[src/rtl/dmem_arbiter_pkg.sv]
// Shared definitions for the DataMemory user-port arbiter.
//   state_e            : sequencer states (IDLE/ISSUE/WAIT/DONE)
//   GRANT_A / GRANT_B  : grant encoding (A = core data port, B = loader/debug port)
//   ERR_RDATA_DEFAULT  : read data returned by a timed-out read
//   TIMEOUT_DEFAULT    : default WAIT-cycle limit
//   word_addr()        : byte address -> word-aligned DataMemory address
package dmem_arbiter_pkg;

  typedef enum logic [1:0] {
    S_IDLE  = 2'd0,
    S_ISSUE = 2'd1,
    S_WAIT  = 2'd2,
    S_DONE  = 2'd3
  } state_e;

  localparam logic GRANT_A = 1'b0;
  localparam logic GRANT_B = 1'b1;

  localparam logic [31:0] ERR_RDATA_DEFAULT = 32'hDEADBEEF;
  localparam int unsigned TIMEOUT_DEFAULT   = 4096;

  function automatic logic [31:0] word_addr(input logic [31:0] byte_addr);
    return byte_addr & ~32'h3;
  endfunction

endpackage

[src/rtl/dmem_arbiter_rr.sv]
// Two-way round-robin grant for the DataMemory arbiter.
//   clk, rst_x  : clock, synchronous active-low reset
//   req_a/req_b : request levels from port A / port B
//   take        : sequencer accepts the current grant this cycle
//   grant       : combinational choice for the current requests
//   last_grant  : registered winner of the most recent accepted grant
module dmem_rr_arbiter
  import dmem_arbiter_pkg::*;
(
  input  logic clk,
  input  logic rst_x,
  input  logic req_a,
  input  logic req_b,
  input  logic take,
  output logic grant,
  output logic last_grant
);

  logic last_grant_q;
  logic last_grant_d;

  // On a tie the port that did not win last time gets the slot.
  always_comb begin
    grant = last_grant_q;
    if (req_a && req_b) begin
      grant = ~last_grant_q;
    end else if (req_a) begin
      grant = GRANT_A;
    end else if (req_b) begin
      grant = GRANT_B;
    end
  end

  always_comb begin
    last_grant_d = last_grant_q;
    if (take) begin
      last_grant_d = grant;
    end
  end

  // Reset to B so that A wins the first tie.
  always_ff @(posedge clk) begin
    if (!rst_x) begin
      last_grant_q <= GRANT_B;
    end else begin
      last_grant_q <= last_grant_d;
    end
  end

  assign last_grant = last_grant_q;

endmodule

[src/rtl/dmem_arbiter.sv]
// Shares the single DataMemory user port between the core data port (A)
// and a req/ack loader/debug port (B), with round-robin arbitration,
// a completion-timeout watchdog and a core stall-cycle counter.
//   CLK, RST_X            : clock, synchronous active-low reset
//   a_addr/a_oe/a_we/a_wdata -> a_rdata/a_stall : core data port
//   b_req/b_we/b_addr/b_wdata -> b_ack/b_rdata  : port B (ack pulses once)
//   mem_ren/mem_wen/mem_addr/mem_wdata <- mem_rdata/mem_stall : DataMemory
//   err       : sticky timeout flag
//   stall_cnt : saturating count of cycles with a_stall high
module dmem_arbiter
  import dmem_arbiter_pkg::*;
#(
  parameter int unsigned TIMEOUT_CYCLES = TIMEOUT_DEFAULT,
  parameter logic [31:0] ERR_RDATA      = ERR_RDATA_DEFAULT
) (
  input  logic        CLK,
  input  logic        RST_X,
  input  logic [31:0] a_addr,
  input  logic        a_oe,
  input  logic [3:0]  a_we,
  input  logic [31:0] a_wdata,
  output logic [31:0] a_rdata,
  output logic        a_stall,
  input  logic        b_req,
  input  logic        b_we,
  input  logic [31:0] b_addr,
  input  logic [31:0] b_wdata,
  output logic        b_ack,
  output logic [31:0] b_rdata,
  output logic        mem_ren,
  output logic [3:0]  mem_wen,
  output logic [31:0] mem_addr,
  output logic [31:0] mem_wdata,
  input  logic [31:0] mem_rdata,
  input  logic        mem_stall,
  output logic        err,
  output logic [31:0] stall_cnt
);

  localparam int unsigned TCNT_W = (TIMEOUT_CYCLES > 1) ? $clog2(TIMEOUT_CYCLES) : 1;
  localparam logic [TCNT_W-1:0] TCNT_LAST = TCNT_W'(TIMEOUT_CYCLES - 1);

  state_e state_q, state_d;

  logic              cmd_ren_q,   cmd_ren_d;
  logic [3:0]        cmd_wen_q,   cmd_wen_d;
  logic [31:0]       cmd_addr_q,  cmd_addr_d;
  logic [31:0]       cmd_wdata_q, cmd_wdata_d;
  logic              seen_busy_q, seen_busy_d;
  logic [TCNT_W-1:0] tcnt_q,      tcnt_d;
  logic [31:0]       a_rdata_q,   a_rdata_d;
  logic [31:0]       b_rdata_q,   b_rdata_d;
  logic              err_q,       err_d;
  logic [31:0]       stall_cnt_q, stall_cnt_d;

  logic a_req;
  logic take;
  logic grant;
  logic cur_grant;
  logic normal_exit;
  logic timeout_hit;

  assign a_req = a_oe | (|a_we);
  assign take  = (state_q == S_IDLE) && (a_req || b_req);

  dmem_rr_arbiter u_rr (
    .clk        (CLK),
    .rst_x      (RST_X),
    .req_a      (a_req),
    .req_b      (b_req),
    .take       (take),
    .grant      (grant),
    .last_grant (cur_grant)
  );

  // Completion needs a busy cycle first: a low mem_stall right after issue
  // only means the memory has not picked the command up yet.
  assign normal_exit = (state_q == S_WAIT) && !mem_stall && seen_busy_q;
  assign timeout_hit = (state_q == S_WAIT) && !normal_exit && (tcnt_q == TCNT_LAST);

  // ---------------- FSM: state register ----------------
  always_ff @(posedge CLK) begin
    if (!RST_X) begin
      state_q <= S_IDLE;
    end else begin
      state_q <= state_d;
    end
  end

  // ---------------- FSM: next state ----------------
  always_comb begin
    state_d = state_q;
    case (state_q)
      S_IDLE:  if (take) state_d = S_ISSUE;
      S_ISSUE: if (!mem_stall) state_d = S_WAIT;
      S_WAIT:  if (normal_exit || timeout_hit) state_d = S_DONE;
      S_DONE:  state_d = S_IDLE;
      default: state_d = S_IDLE;
    endcase
  end

  // ---------------- FSM: outputs ----------------
  always_comb begin
    mem_ren = 1'b0;
    mem_wen = '0;
    b_ack   = 1'b0;
    a_stall = a_req;
    case (state_q)
      S_ISSUE: begin
        if (!mem_stall) begin
          mem_ren = cmd_ren_q;
          mem_wen = cmd_wen_q;
        end
      end
      S_DONE: begin
        if (cur_grant == GRANT_B) begin
          b_ack = 1'b1;
        end else begin
          a_stall = 1'b0;
        end
      end
      default: ;
    endcase
  end

  // ---------------- datapath next-state ----------------
  always_comb begin
    cmd_ren_d   = cmd_ren_q;
    cmd_wen_d   = cmd_wen_q;
    cmd_addr_d  = cmd_addr_q;
    cmd_wdata_d = cmd_wdata_q;
    seen_busy_d = seen_busy_q;
    tcnt_d      = tcnt_q;
    a_rdata_d   = a_rdata_q;
    b_rdata_d   = b_rdata_q;
    err_d       = err_q;

    case (state_q)
      S_IDLE: begin
        if (take) begin
          if (grant == GRANT_A) begin
            cmd_ren_d   = a_oe;
            cmd_wen_d   = a_we;
            cmd_addr_d  = word_addr(a_addr);
            cmd_wdata_d = a_wdata;
          end else begin
            cmd_ren_d   = ~b_we;
            cmd_wen_d   = {4{b_we}};
            cmd_addr_d  = word_addr(b_addr);
            cmd_wdata_d = b_wdata;
          end
        end
      end
      S_ISSUE: begin
        if (!mem_stall) begin
          seen_busy_d = 1'b0;
          tcnt_d      = '0;
        end
      end
      S_WAIT: begin
        if (mem_stall) begin
          seen_busy_d = 1'b1;
        end
        if (normal_exit) begin
          if (cmd_ren_q) begin
            if (cur_grant == GRANT_A) a_rdata_d = mem_rdata;
            else                      b_rdata_d = mem_rdata;
          end
        end else if (timeout_hit) begin
          err_d = 1'b1;
          if (cmd_ren_q) begin
            if (cur_grant == GRANT_A) a_rdata_d = ERR_RDATA;
            else                      b_rdata_d = ERR_RDATA;
          end
        end else begin
          tcnt_d = tcnt_q + TCNT_W'(1);
        end
      end
      default: ;
    endcase

    stall_cnt_d = stall_cnt_q;
    if (a_stall && (stall_cnt_q != '1)) begin
      stall_cnt_d = stall_cnt_q + 32'd1;
    end
  end

  always_ff @(posedge CLK) begin
    if (!RST_X) begin
      cmd_ren_q   <= 1'b0;
      cmd_wen_q   <= '0;
      cmd_addr_q  <= '0;
      cmd_wdata_q <= '0;
      seen_busy_q <= 1'b0;
      tcnt_q      <= '0;
      a_rdata_q   <= '0;
      b_rdata_q   <= '0;
      err_q       <= 1'b0;
      stall_cnt_q <= '0;
    end else begin
      cmd_ren_q   <= cmd_ren_d;
      cmd_wen_q   <= cmd_wen_d;
      cmd_addr_q  <= cmd_addr_d;
      cmd_wdata_q <= cmd_wdata_d;
      seen_busy_q <= seen_busy_d;
      tcnt_q      <= tcnt_d;
      a_rdata_q   <= a_rdata_d;
      b_rdata_q   <= b_rdata_d;
      err_q       <= err_d;
      stall_cnt_q <= stall_cnt_d;
    end
  end

  assign mem_addr  = cmd_addr_q;
  assign mem_wdata = cmd_wdata_q;
  assign a_rdata   = a_rdata_q;
  assign b_rdata   = b_rdata_q;
  assign err       = err_q;
  assign stall_cnt = stall_cnt_q;

endmodule

[config.mk]
export PLATFORM = sky130hd
export DESIGN_NAME = dmem_arbiter
export DESIGN_NICKNAME = d
export VERILOG_FILES = /design/src/rtl/dmem_arbiter_pkg.sv /design/src/rtl/dmem_arbiter_rr.sv /design/src/rtl/dmem_arbiter.sv
export SDC_FILE = /design/constraint.sdc
export NUM_CORES = 1
export LEC_CHECK = 0
export CORE_MARGIN = 8
export CORE_UTILIZATION = 46
export DETAILED_ROUTE_END_ITERATION = 6
export PLACE_DENSITY = 0.88
export SLEW_MARGIN = 10
export SYNTH_ARGS = -nofsm -noshare
export SYNTH_HDL_FRONTEND = slang
export SYNTH_SLANG_ARGS = --single-unit
[constraint.sdc]
create_clock -name CLK -period 4.35 [get_ports CLK]
set_input_delay 0.6525 -clock CLK [delete_from_list [all_inputs] [get_ports CLK]]
set_output_delay 0.6525 -clock CLK [all_outputs]
set_load 0.1 [all_outputs]
After elaboration in Yosys (flattened, before gate mapping)
Index checks and enable logic that the tools add are counted.

storage, ports and cells
  output and inout port bits = 168
  register bits after elaboration = 182
  input port bits = 170
  word-level logic and storage cells = 91

cells by class
  equal/unequal tests = 13
  bitwise logic cells = 4
  reductions and logical operators = 22
  mux-type cells = 38
  add/sub/neg operators = 2

operators by type and width
  operator                                       count
  two-way mux 32 bit                             14
  two-way mux 12 bit                             3
  adder 32 x 1 -> 32 bit, second input constant  1
  != test 32 bit, second input constant          1
  one-hot mux 12 bit (2 select lines)            1
  != test 2 bit, second input constant           7
  adder 12 x 1 -> 12 bit, second input constant  1
  == test 12 bit, second input constant          1
  two-way mux 1 bit                              12
  two-way mux 4 bit                              3
  AND reduction 5 bit                            2
  AND reduction 3 bit                            3
  one-hot mux 2 bit (4 select lines)             1
  logical AND 1 bit                              7
  two-way mux 2 bit                              3
  == test 2 bit, second input constant           2
  AND reduction 4 bit                            1
  nonzero test 2 bit                             2
  OR reduction 4 bit                             1
  NOT 1 bit                                      3
  == test 2 x 1 -> 1 bit, second input constant  1
  zero test 1 bit                                2
  zero test 2 bit                                1
  logical OR 1 bit                               2
  4 further kinds                                4

Depth between registers and ports, before layout
Gate-level depths: netlist (run 1).

  depth after elaboration = 9
  gate-level depth with buffers = 9

By module
From an unflattened synthesis (run 1), not the netlist that was laid out.

second synthesis, totals
  cell total of the unflattened synthesis = 886
  area total of the unflattened synthesis = 7868.8 sq um

by module, submodules not included
  module           area an instance (sq um)  seq. area each (sq um)  times used  cells an instance
  dmem_arbiter     7815.0                    3583.4                  1           880
  dmem_rr_arbiter  53.8                      20.0                    1           6

Worst setup path before layout (run 1)
No wires, ideal clock.

  path type = register to register
  from = register stall_cnt_q[1] (netlist: stall_cnt[1])
  to = register stall_cnt_q[28] (netlist: stall_cnt[28])
  cell stages (with the launch flop) = 8
  data arrival time = 2.691 ns
  period minus slack after synthesis = 2.763 ns
  path buffers = 2
  setup slack = 1.587 ns
  cells stage by stage = dfxtp_1 > ha_1 > nand4_1 > or3_1 > buf_2 > buf_2 > nor4_1 > mux2i_1

on the way
  cells in the longest elaborated chain, start to end = 2
  elaborated cells on any way between the ends = 3

ends and longest elaborated chain
  what                                                            RTL line             text
  start, declared                                                 dmem_arbiter.sv:54   logic [31:0] stall_cnt_q, stall_cnt_d;
  start signal, assigned                                          dmem_arbiter.sv:210  stall_cnt_q <= stall_cnt_d;
  branches (longest 2 deep; another with adder 32 x 1 -> 32 bit)  -

Several ways; the timed one is not identified.
A chain may end at the register's enable or synchronous reset.

Worst setup path in the final report (run 1)
  from = input port a_we[1]
  to = output port a_stall

on the way
  cells in the longest elaborated chain, start to end = 4

ends and longest elaborated chain
  what                    RTL line             text
  start, declared         dmem_arbiter.sv:20   input logic [3:0] a_we,
  OR reduction 4 bit (*)  dmem_arbiter.sv:63   assign a_req = a_oe | (|a_we);
  bitwise OR 1 bit (*)    dmem_arbiter.sv:63
  two-way mux 1 bit       dmem_arbiter.sv:116  if (cur_grant == GRANT_B) begin
  two-way mux 1 bit (*)   dmem_arbiter.sv:108  case (state_q)
  end, declared           dmem_arbiter.sv:23   output logic a_stall,

Mark *: on every way between the ends. The rest lies on a longest branch, timed or not.

==> results of run 1 <==
[state kept, by name (all words and copies together) (netlist names)]
register	flops
tcnt_q	12
cmd_ren_q	1
u_rr.last_grant	1
mem_wdata	32
a_rdata	32
stall_cnt	32
err	1
seen_busy_q	1
mem_addr	30
b_rdata	32
cmd_wen_q	4
state_q	2
[kinds of logic (layout without fill, tap and decap cells)]
kind of cell    after synthesis  in the layout  synth area share [%]
simple gates                226            226                  14.7
flops                       180            180                  45.2
compound gates              238            238                  16.5
mux                         135            135                  16.9
fa+ha+maj                     7              7                  1.10
buf+inv                      81            384                  4.71
other cells                   1              2                0.0470
xor+xnor                      8              8                 0.878
[area by class of cell]
cell class | count | area [um2]
Timing Repair Buffer | 340 | 3360
Clock inverter | 12 | 118
Inverter | 12 | 45.0
Sequential cell | 180 | 3600
Multi-Input combinational cell | 616 | 4020
Clock buffer | 20 | 447
Tap cell | 225 | 282
Fill cell | 1308 | 5240
[per-layer routing]
layer / GRT usage [%] / up-vias / routed length [um]
li1: - / 3729 / -
met1: 25.4 / 3569 / 9850
met2: 41.8 / 293 / 13700
met3: 7.37 / 51 / 1820
met4: 11.1 / 2 / 1110
met5: 0 / - / 10
[stage by stage]
| step | hold slack [ps] | power [W] | instances | area, um2 | util (%) |
|---|---|---|---|---|---|
| 6_report | 460 | 0.00694 | 1405 | 11900 | 69.4 |
| 3_5_place_dp | 446 | 0.00549 | 1373 | 11300 | 66.1 |
| 3_3_place_gp | 442 | 0.00544 | 1373 | 11300 | 66.1 |
| 5_1_grt | 469 | 0.00719 | 1405 | 11900 | 69.4 |
| 4_1_cts | 458 | 0.00697 | 1405 | 11900 | 69.4 |
| 2_1_floorplan | 441 | 0.00460 | 877 | 7980 | - |
[Yosys cell counts, types with 3 or more instances]
cell / count
sky130_fd_sc_hd__buf_2: 12
sky130_fd_sc_hd__o21ai_1: 11
sky130_fd_sc_hd__a211oi_1: 4
sky130_fd_sc_hd__nor2_1: 15
sky130_fd_sc_hd__nor2b_1: 4
sky130_fd_sc_hd__inv_1: 11
sky130_fd_sc_hd__nor4b_1: 4
sky130_fd_sc_hd__o311ai_1: 3
sky130_fd_sc_hd__buf_4: 11
sky130_fd_sc_hd__a2111oi_0: 3
sky130_fd_sc_hd__nand3b_1: 3
sky130_fd_sc_hd__clkbuf_1: 44
sky130_fd_sc_hd__nand4_1: 13
sky130_fd_sc_hd__nand2_1: 98
sky130_fd_sc_hd__nand3_1: 23
sky130_fd_sc_hd__or3_1: 8
sky130_fd_sc_hd__xnor2_1: 8
sky130_fd_sc_hd__and3_1: 3
sky130_fd_sc_hd__o31ai_1: 13
sky130_fd_sc_hd__and2_1: 7
sky130_fd_sc_hd__a21oi_1: 95
sky130_fd_sc_hd__mux2i_1: 135
sky130_fd_sc_hd__nor4_1: 3
sky130_fd_sc_hd__o41ai_1: 5
sky130_fd_sc_hd__nor3_1: 5
sky130_fd_sc_hd__o21ai_0: 93
sky130_fd_sc_hd__ha_1: 7
sky130_fd_sc_hd__dfxtp_1: 180
sky130_fd_sc_hd__and4_1: 4
sky130_fd_sc_hd__or4_1: 15
sky130_fd_sc_hd__nand2b_1: 11
[worst max path at each step]
stage | startpoint | end | slack [ps] | cells past startpoint
after floorplan | stall_cnt[1] | stall_cnt[28] | 1590 | 7
after global placement | a_we[1] | cmd_wen_q[1] | 1200 | 7
after detailed placement | mem_stall | b_rdata[25] | 1120 | 7
after CTS | a_we[1] | a_stall | 1310 | 6
after global routing | a_we[1] | a_stall | 1260 | 6
final | a_we[1] | a_stall | 1290 | 6
[critical path, delay by kind of cell]
family / cells / cell delay [ps]
AO/OA/AOI/OAI: 1 / 180
AND/OR/NAND/NOR: 1 / 580
buffers and inverters: 4 / 990
[report_power, final]
part	internal, W	switching, W
Clock	0.000815	0.000672
Sequential	0.00193	0.000154
Combinational	0.000799	0.00257
==> results by group, run 1 <==
Run status
  – Outcome: complete, no violations

Timing
  – Final period demand of the worst path: 3060 ps
  – Maximum frequency from static timing analysis: about 330 MHz
  – Actual transition at the worst max-transition pin: about 1100 ps
  – Number of hold violations in the final report: 0
  – Final setup violation count: 0
  – Total count of max-transition violations in the final report: 0
  – Largest clock skew in the final design: 16.8 ps
  – Setup repair after global routing missed its margin: no
  – Headroom to the max-slew limit: a little over a quarter
  – Worst path setup slack after routing: 1290 ps
  – Fin crit share: a little over two thirds
  – Post-Route Setup TNS: 0 ps

Yosys
  – Total of flip-flops plus latches after synthesis: 180
  – Share of the yosys chip area belonging to registers: a little under half
  – Area fraction of the dominant cell type after synthesis: between 40% and 50%
  – Number of enable-type register cells in the synthesized netlist: 0
  – Number of library cell types mapped by synthesis: 52
  – Prevailing post-synth register cell: sky130_fd_sc_hd__dfxtp_1
  – Number of standard cells after synthesis: between 800 and 900
  – Netlist Area Pre-Place: between 0.007 and 0.008 mm2
  – Number of warning messages in the yosys log: 0
  – Biggest area consumer among synthesized cells: sky130_fd_sc_hd__dfxtp_1
  – Syn avg cell area: just over 9 um2
  – Cells taking the most area after synthesis: sky130_fd_sc_hd__dfxtp_1, sky130_fd_sc_hd__mux2i_1, sky130_fd_sc_hd__a21oi_1
  – Share of synthesized registers carrying an async set or reset: 0%

Clocking
  – Buffer depth of the longest clock path: 2
  – Buffer count from post-CTS setup fixing: 0
  – Post-CTS Resized: 0
  – CTS sink count: 180
  – CTS tree: done
  – Root Buffer: sky130_fd_sc_hd__clkbuf_16
  – Num CTS Buffers: 17
  – Clock latency at the later pin of the worst-skew pair: approximately 430 ps
  – Register clock-pin slew on the reported worst setup and hold paths: approximately 70 ps
  – Number of hold buffers added after CTS: 0
  – Depth of the CTS H-tree: 4

Layout
  – Most common cell after layout, fill and taps aside: sky130_fd_sc_hd__clkdlybuf4s50_1
  – Layout cell share with drive strength beyond 1: 4.75%
  – Post-layout net count: 1344
  – Area Growth Syn to Fin: 48.9%
  – Commonest non-fill, non-tap cells in the layout: sky130_fd_sc_hd__clkdlybuf4s50_1, sky130_fd_sc_hd__dfxtp_1, sky130_fd_sc_hd__mux2i_1
  – Antenna Diode Count: 0

Route
  – Number of vias per cell after detailed routing: between 5 and 6
  – DRC viols: 0
  – Antenna violation net count after detailed routing: 0
  – Initial detailed-routing violation count: between 500 and 600
  – Via total after detailed routing: around 7.6k
  – Average wire per standard cell: approximately 19 um
  – First-pass iteration count of the detailed router: 5
  – Wire length after detailed routing: between 20000 and 30000 um

Pwr
  – Worst VDD drop: ~0.00043 V
  – PwrDens: slightly below 600 mW/mm2
  – Static power due to leakage: between 4 and 5 nW

Setup path
  – Reg-to-reg critical path endpoint: a_rdata[11]
  – Element type at the critical path end: output pin
  – Crit path cell chain: clkdlybuf4s50_1 -> or4_4 -> o22ai_1 -> buf_4 -> inv_2 -> buf_4
  – Required time of the critical path: roughly 3700 ps
  – Reg2Reg Setup Slack: 1570 ps
  – Type of the worst setup path: primary input to output pin
  – Path depth of the worst reg2reg path: 7
  – Endpoint arrival time on the critical path: about 2400 ps
  – Slowest stage cell, crit path: sky130_fd_sc_hd__or4_4
  – Startpoint Class: primary input
  – Critical path fanouts, max: 12
  – Critical path's most frequent cell: sky130_fd_sc_hd__buf_4
  – Max incr delay on CP: approximately 580 ps
  – Worst flop-to-flop path startpoint: state_q[0]

Global routing
  – Overall track demand over capacity in global routing: a little under a quarter
  – Maximum number of pins on one net before global-route repair: between 90 and 100
  – First-pass GRT wire length: roughly 41000 um
  – Final global-route overflow total: 0
  – Initial antenna violation count: 1
  – Number of global-route vias before repair: between 7k and 8k

Floorplanning
  – DIE HEIGHT: approximately 150 um
  – Number of primary I/O pins: ~340
  – Die extent in x: about 150 um
  – Area of the die: 0.0218 mm2
  – Core ar.: about 0.017 mm2
  – Starting utilization of the core area: a little under half
  – Row count: 48

Place
  – Number of buffers added on ports: 331
  – Placer Congestion: 0.823
  – Worst slack, placed: about 1100 ps
  – DP HPWL: approximately 20000 um

Run
  – Count of maximum capacitance violations: 0

Min path
  – Worst hold path stage count: 2
  – Hold Path End: b_rdata[3]
  – Start point of the worst hold path: b_rdata[3]
  – Class of the most critical hold timing path: flip-flop to flip-flop
(Power assumes the default switching activity.)
==> run 2: changes to the inputs <==
Settings changed: CORE_UTILIZATION 46 to 43, PLACE_DENSITY 0.88 to 0.83.
Clock period 4.35 ns to 3.2 ns, I/O delays scaled along.
==> run 2 against run 1 <==
  * Sequential power up 36%
  * Largest cell class unchanged
  * Total power up 36%
  * Non-clock buffer count up 5
  * Flip-flop and latch count unchanged
==> results by group, run 2 (same netlist as run 1, synthesis figures left out) <==
Run status
  – Outcome: complete, no violations

Pwr
  – Static power due to leakage: 4.68 nW (+7.1%)
  – Worst VDD drop: 0.000754 V (+74%)
  – PwrDens: 803 mW/mm2 (+37%)

Clocking
  – Clock latency at the later pin of the worst-skew pair: 430 ps (about the same)
  – Depth of the CTS H-tree: 4 (unchanged)
  – CTS tree: done
  – Buffer count from post-CTS setup fixing: 0 (unchanged)
  – Number of hold buffers added after CTS: 0 (unchanged)
  – Post-CTS Resized: 0 (unchanged)
  – Root Buffer: sky130_fd_sc_hd__clkbuf_16
  – CTS sink count: 180 (unchanged)
  – Buffer depth of the longest clock path: 2 (unchanged)
  – Num CTS Buffers: 17 (unchanged)
  – Register clock-pin slew on the reported worst setup and hold paths: 70 ps (about the same)

Timing
  – Fin crit share: 86.6%
  – Actual transition at the worst max-transition pin: 1000 ps (-82.9 ps)
  – Final period demand of the worst path: around 2800 ps
  – Setup repair after global routing missed its margin: no
  – Headroom to the max-slew limit: 32.8% (+5.3 points)
  – Total count of max-transition violations in the final report: 0 (unchanged)
  – Number of hold violations in the final report: 0 (unchanged)
  – Largest clock skew in the final design: 13.8 ps (-2.99 ps)
  – Maximum frequency from static timing analysis: roughly 360 MHz
  – Post-Route Setup TNS: 0 ps (unchanged)
  – Final setup violation count: 0 (unchanged)

Layout
  – Layout cell share with drive strength beyond 1: 16.0% (+11 points)
  – Area Growth Syn to Fin: 47.4%
  – Most common cell after layout, fill and taps aside: sky130_fd_sc_hd__clkdlybuf4s50_1
  – Commonest non-fill, non-tap cells in the layout: sky130_fd_sc_hd__clkdlybuf4s50_1, sky130_fd_sc_hd__dfxtp_1, sky130_fd_sc_hd__buf_4
  – Antenna Diode Count: 0 (unchanged)
  – Post-layout net count: 1349 (+0.37%)
  – Fraction of the core area covered by cells at the end of the flow: 63.7% (-5.7 points)

Setup path
  – Type of the worst setup path: primary input to output pin
  – Element type at the critical path end: output pin
  – Crit path cell chain: clkdlybuf4s50_1 -> or4_4 -> o22ai_1 -> inv_2 -> buf_12
  – Path depth of the worst reg2reg path: 8 (+1)
  – Max incr delay on CP: 580 ps (about the same)
  – Slowest stage cell, crit path: sky130_fd_sc_hd__or4_4
  – Startpoint Class: primary input
  – Reg2Reg Setup Slack: 750 ps (-820 ps)
  – Endpoint arrival time on the critical path: 2290 ps (-120 ps)
  – Worst flop-to-flop path startpoint: state_q[0]
  – Required time of the critical path: 2720 ps (-980 ps)
  – Reg-to-reg critical path endpoint: b_rdata[8]
  – Critical path fanouts, max: 7 (-5)

Floorplanning
  – Row count: 50 (+4.2%)
  – Core ar.: 0.0185 mm2 (+7.8%)
  – Number of primary I/O pins: 338 (unchanged)
  – Die extent in x: 152 um (+3.1%)
  – Starting utilization of the core area: 43.2% (-3.4 points)
  – Area of the die: 0.0232 mm2 (+6.2%)
  – DIE HEIGHT: 152 um (+3.1%)

Place
  – Placer Congestion: 0.831 (+0.97%)
  – DP HPWL: 19400 um (-2.5%)
  – Number of buffers added on ports: 331 (unchanged)

Global routing
  – Maximum number of pins on one net before global-route repair: 78 (-16%)
  – Number of global-route vias before repair: 7433 (-2.5%)
  – Initial antenna violation count: 2 (+1)
  – Overall track demand over capacity in global routing: 21.9% (-1.8 points)
  – First-pass GRT wire length: 40900 um (-1.1%)
  – Final global-route overflow total: 0 (unchanged)

Route
  – Initial detailed-routing violation count: 326 (-43%)
  – DRC viols: 0 (unchanged)
  – Via total after detailed routing: 7573 (-0.93%)
  – Number of vias per cell after detailed routing: 5.34 (-1.9%)
  – First-pass iteration count of the detailed router: 4 (-1)
  – Average wire per standard cell: 18.2 um (-3.3%)
  – Antenna violation net count after detailed routing: 0 (unchanged)
  – Wire length after detailed routing: 25800 um (-2.4%)

Run
  – Count of maximum capacitance violations: 0 (unchanged)

Min path
  – Class of the most critical hold timing path: flip-flop to flip-flop
  – Start point of the worst hold path: b_rdata[17]
  – Hold Path End: b_rdata[17]
  – Worst hold path stage count: 2 (unchanged)
==> run 2: area by class of cell <==
class / instances / area (um2)
timing repair buffer: 345 / 3210
sequential: 180 / 3600
multi-input combinational: 616 / 4020
fill: 1505 / 6700
clock buffer: 17 / 425
inverter: 12 / 45.0
clock inverter: 15 / 164
tap: 234 / 293
==> run 2: how the worst max path moves through the flow <==
stage | start | to | slack, ps | depth (start not counted)
final | a_we[1] | a_stall | 430 | 5
after CTS | a_we[1] | a_stall | 460 | 5
after global placement | a_we[1] | mem_wdata[8] | 460 | 6
after global routing | a_we[1] | a_stall | 370 | 5
after detailed placement | a_we[1] | stall_cnt[17] | 420 | 7
after floorplan | stall_cnt[1] | stall_cnt[28] | 440 | 7
==> run 2: critical path: cells and delay by family <==
kind | cells | cell delay [ps]
buffers and inverters | 3 | 830
AND/OR/NAND/NOR | 1 | 580
AO/OA/AOI/OAI | 1 | 390
==> run 2: layer usage <==
layer / up-vias / track usage (%) / share of wire (%)
li1: 3754 / - / -
met1: 3527 / 22.9 / 38
met2: 230 / 38.3 / 51
met3: 58 / 8.05 / 7.4
met4: 4 / 10.9 / 4.3
met5: - / 0 / 0.081
==> run 2: metrics by stage <==
stage          power, W  cells  setup slack [ps]  instance area, um2  hold slack (ps)
2_1_floorplan   0.00626    877               437                7980              441
6_report        0.00944   1419               430               11800              459
3_5_place_dp    0.00740   1387               423               11200              447
4_1_cts         0.00951   1419               461               11800              460
5_1_grt         0.00981   1419               366               11800              473
3_3_place_gp    0.00735   1387               458               11200              442
==> run 2: power by group <==
group,total (W),switching (W),internal (W)
combinational,0.00452,0.00348,0.00104
clock,0.00210,0.000989,0.00111
sequential,0.00282,0.000198,0.00262
total,0.00944,0.00467,0.00477
==> run 3: changes to the inputs <==
Settings changed: CTS_CLUSTER_SIZE set to 12.
==> results of run 3 <==
Final layout, timing and power as in run 2 (identical DEF).
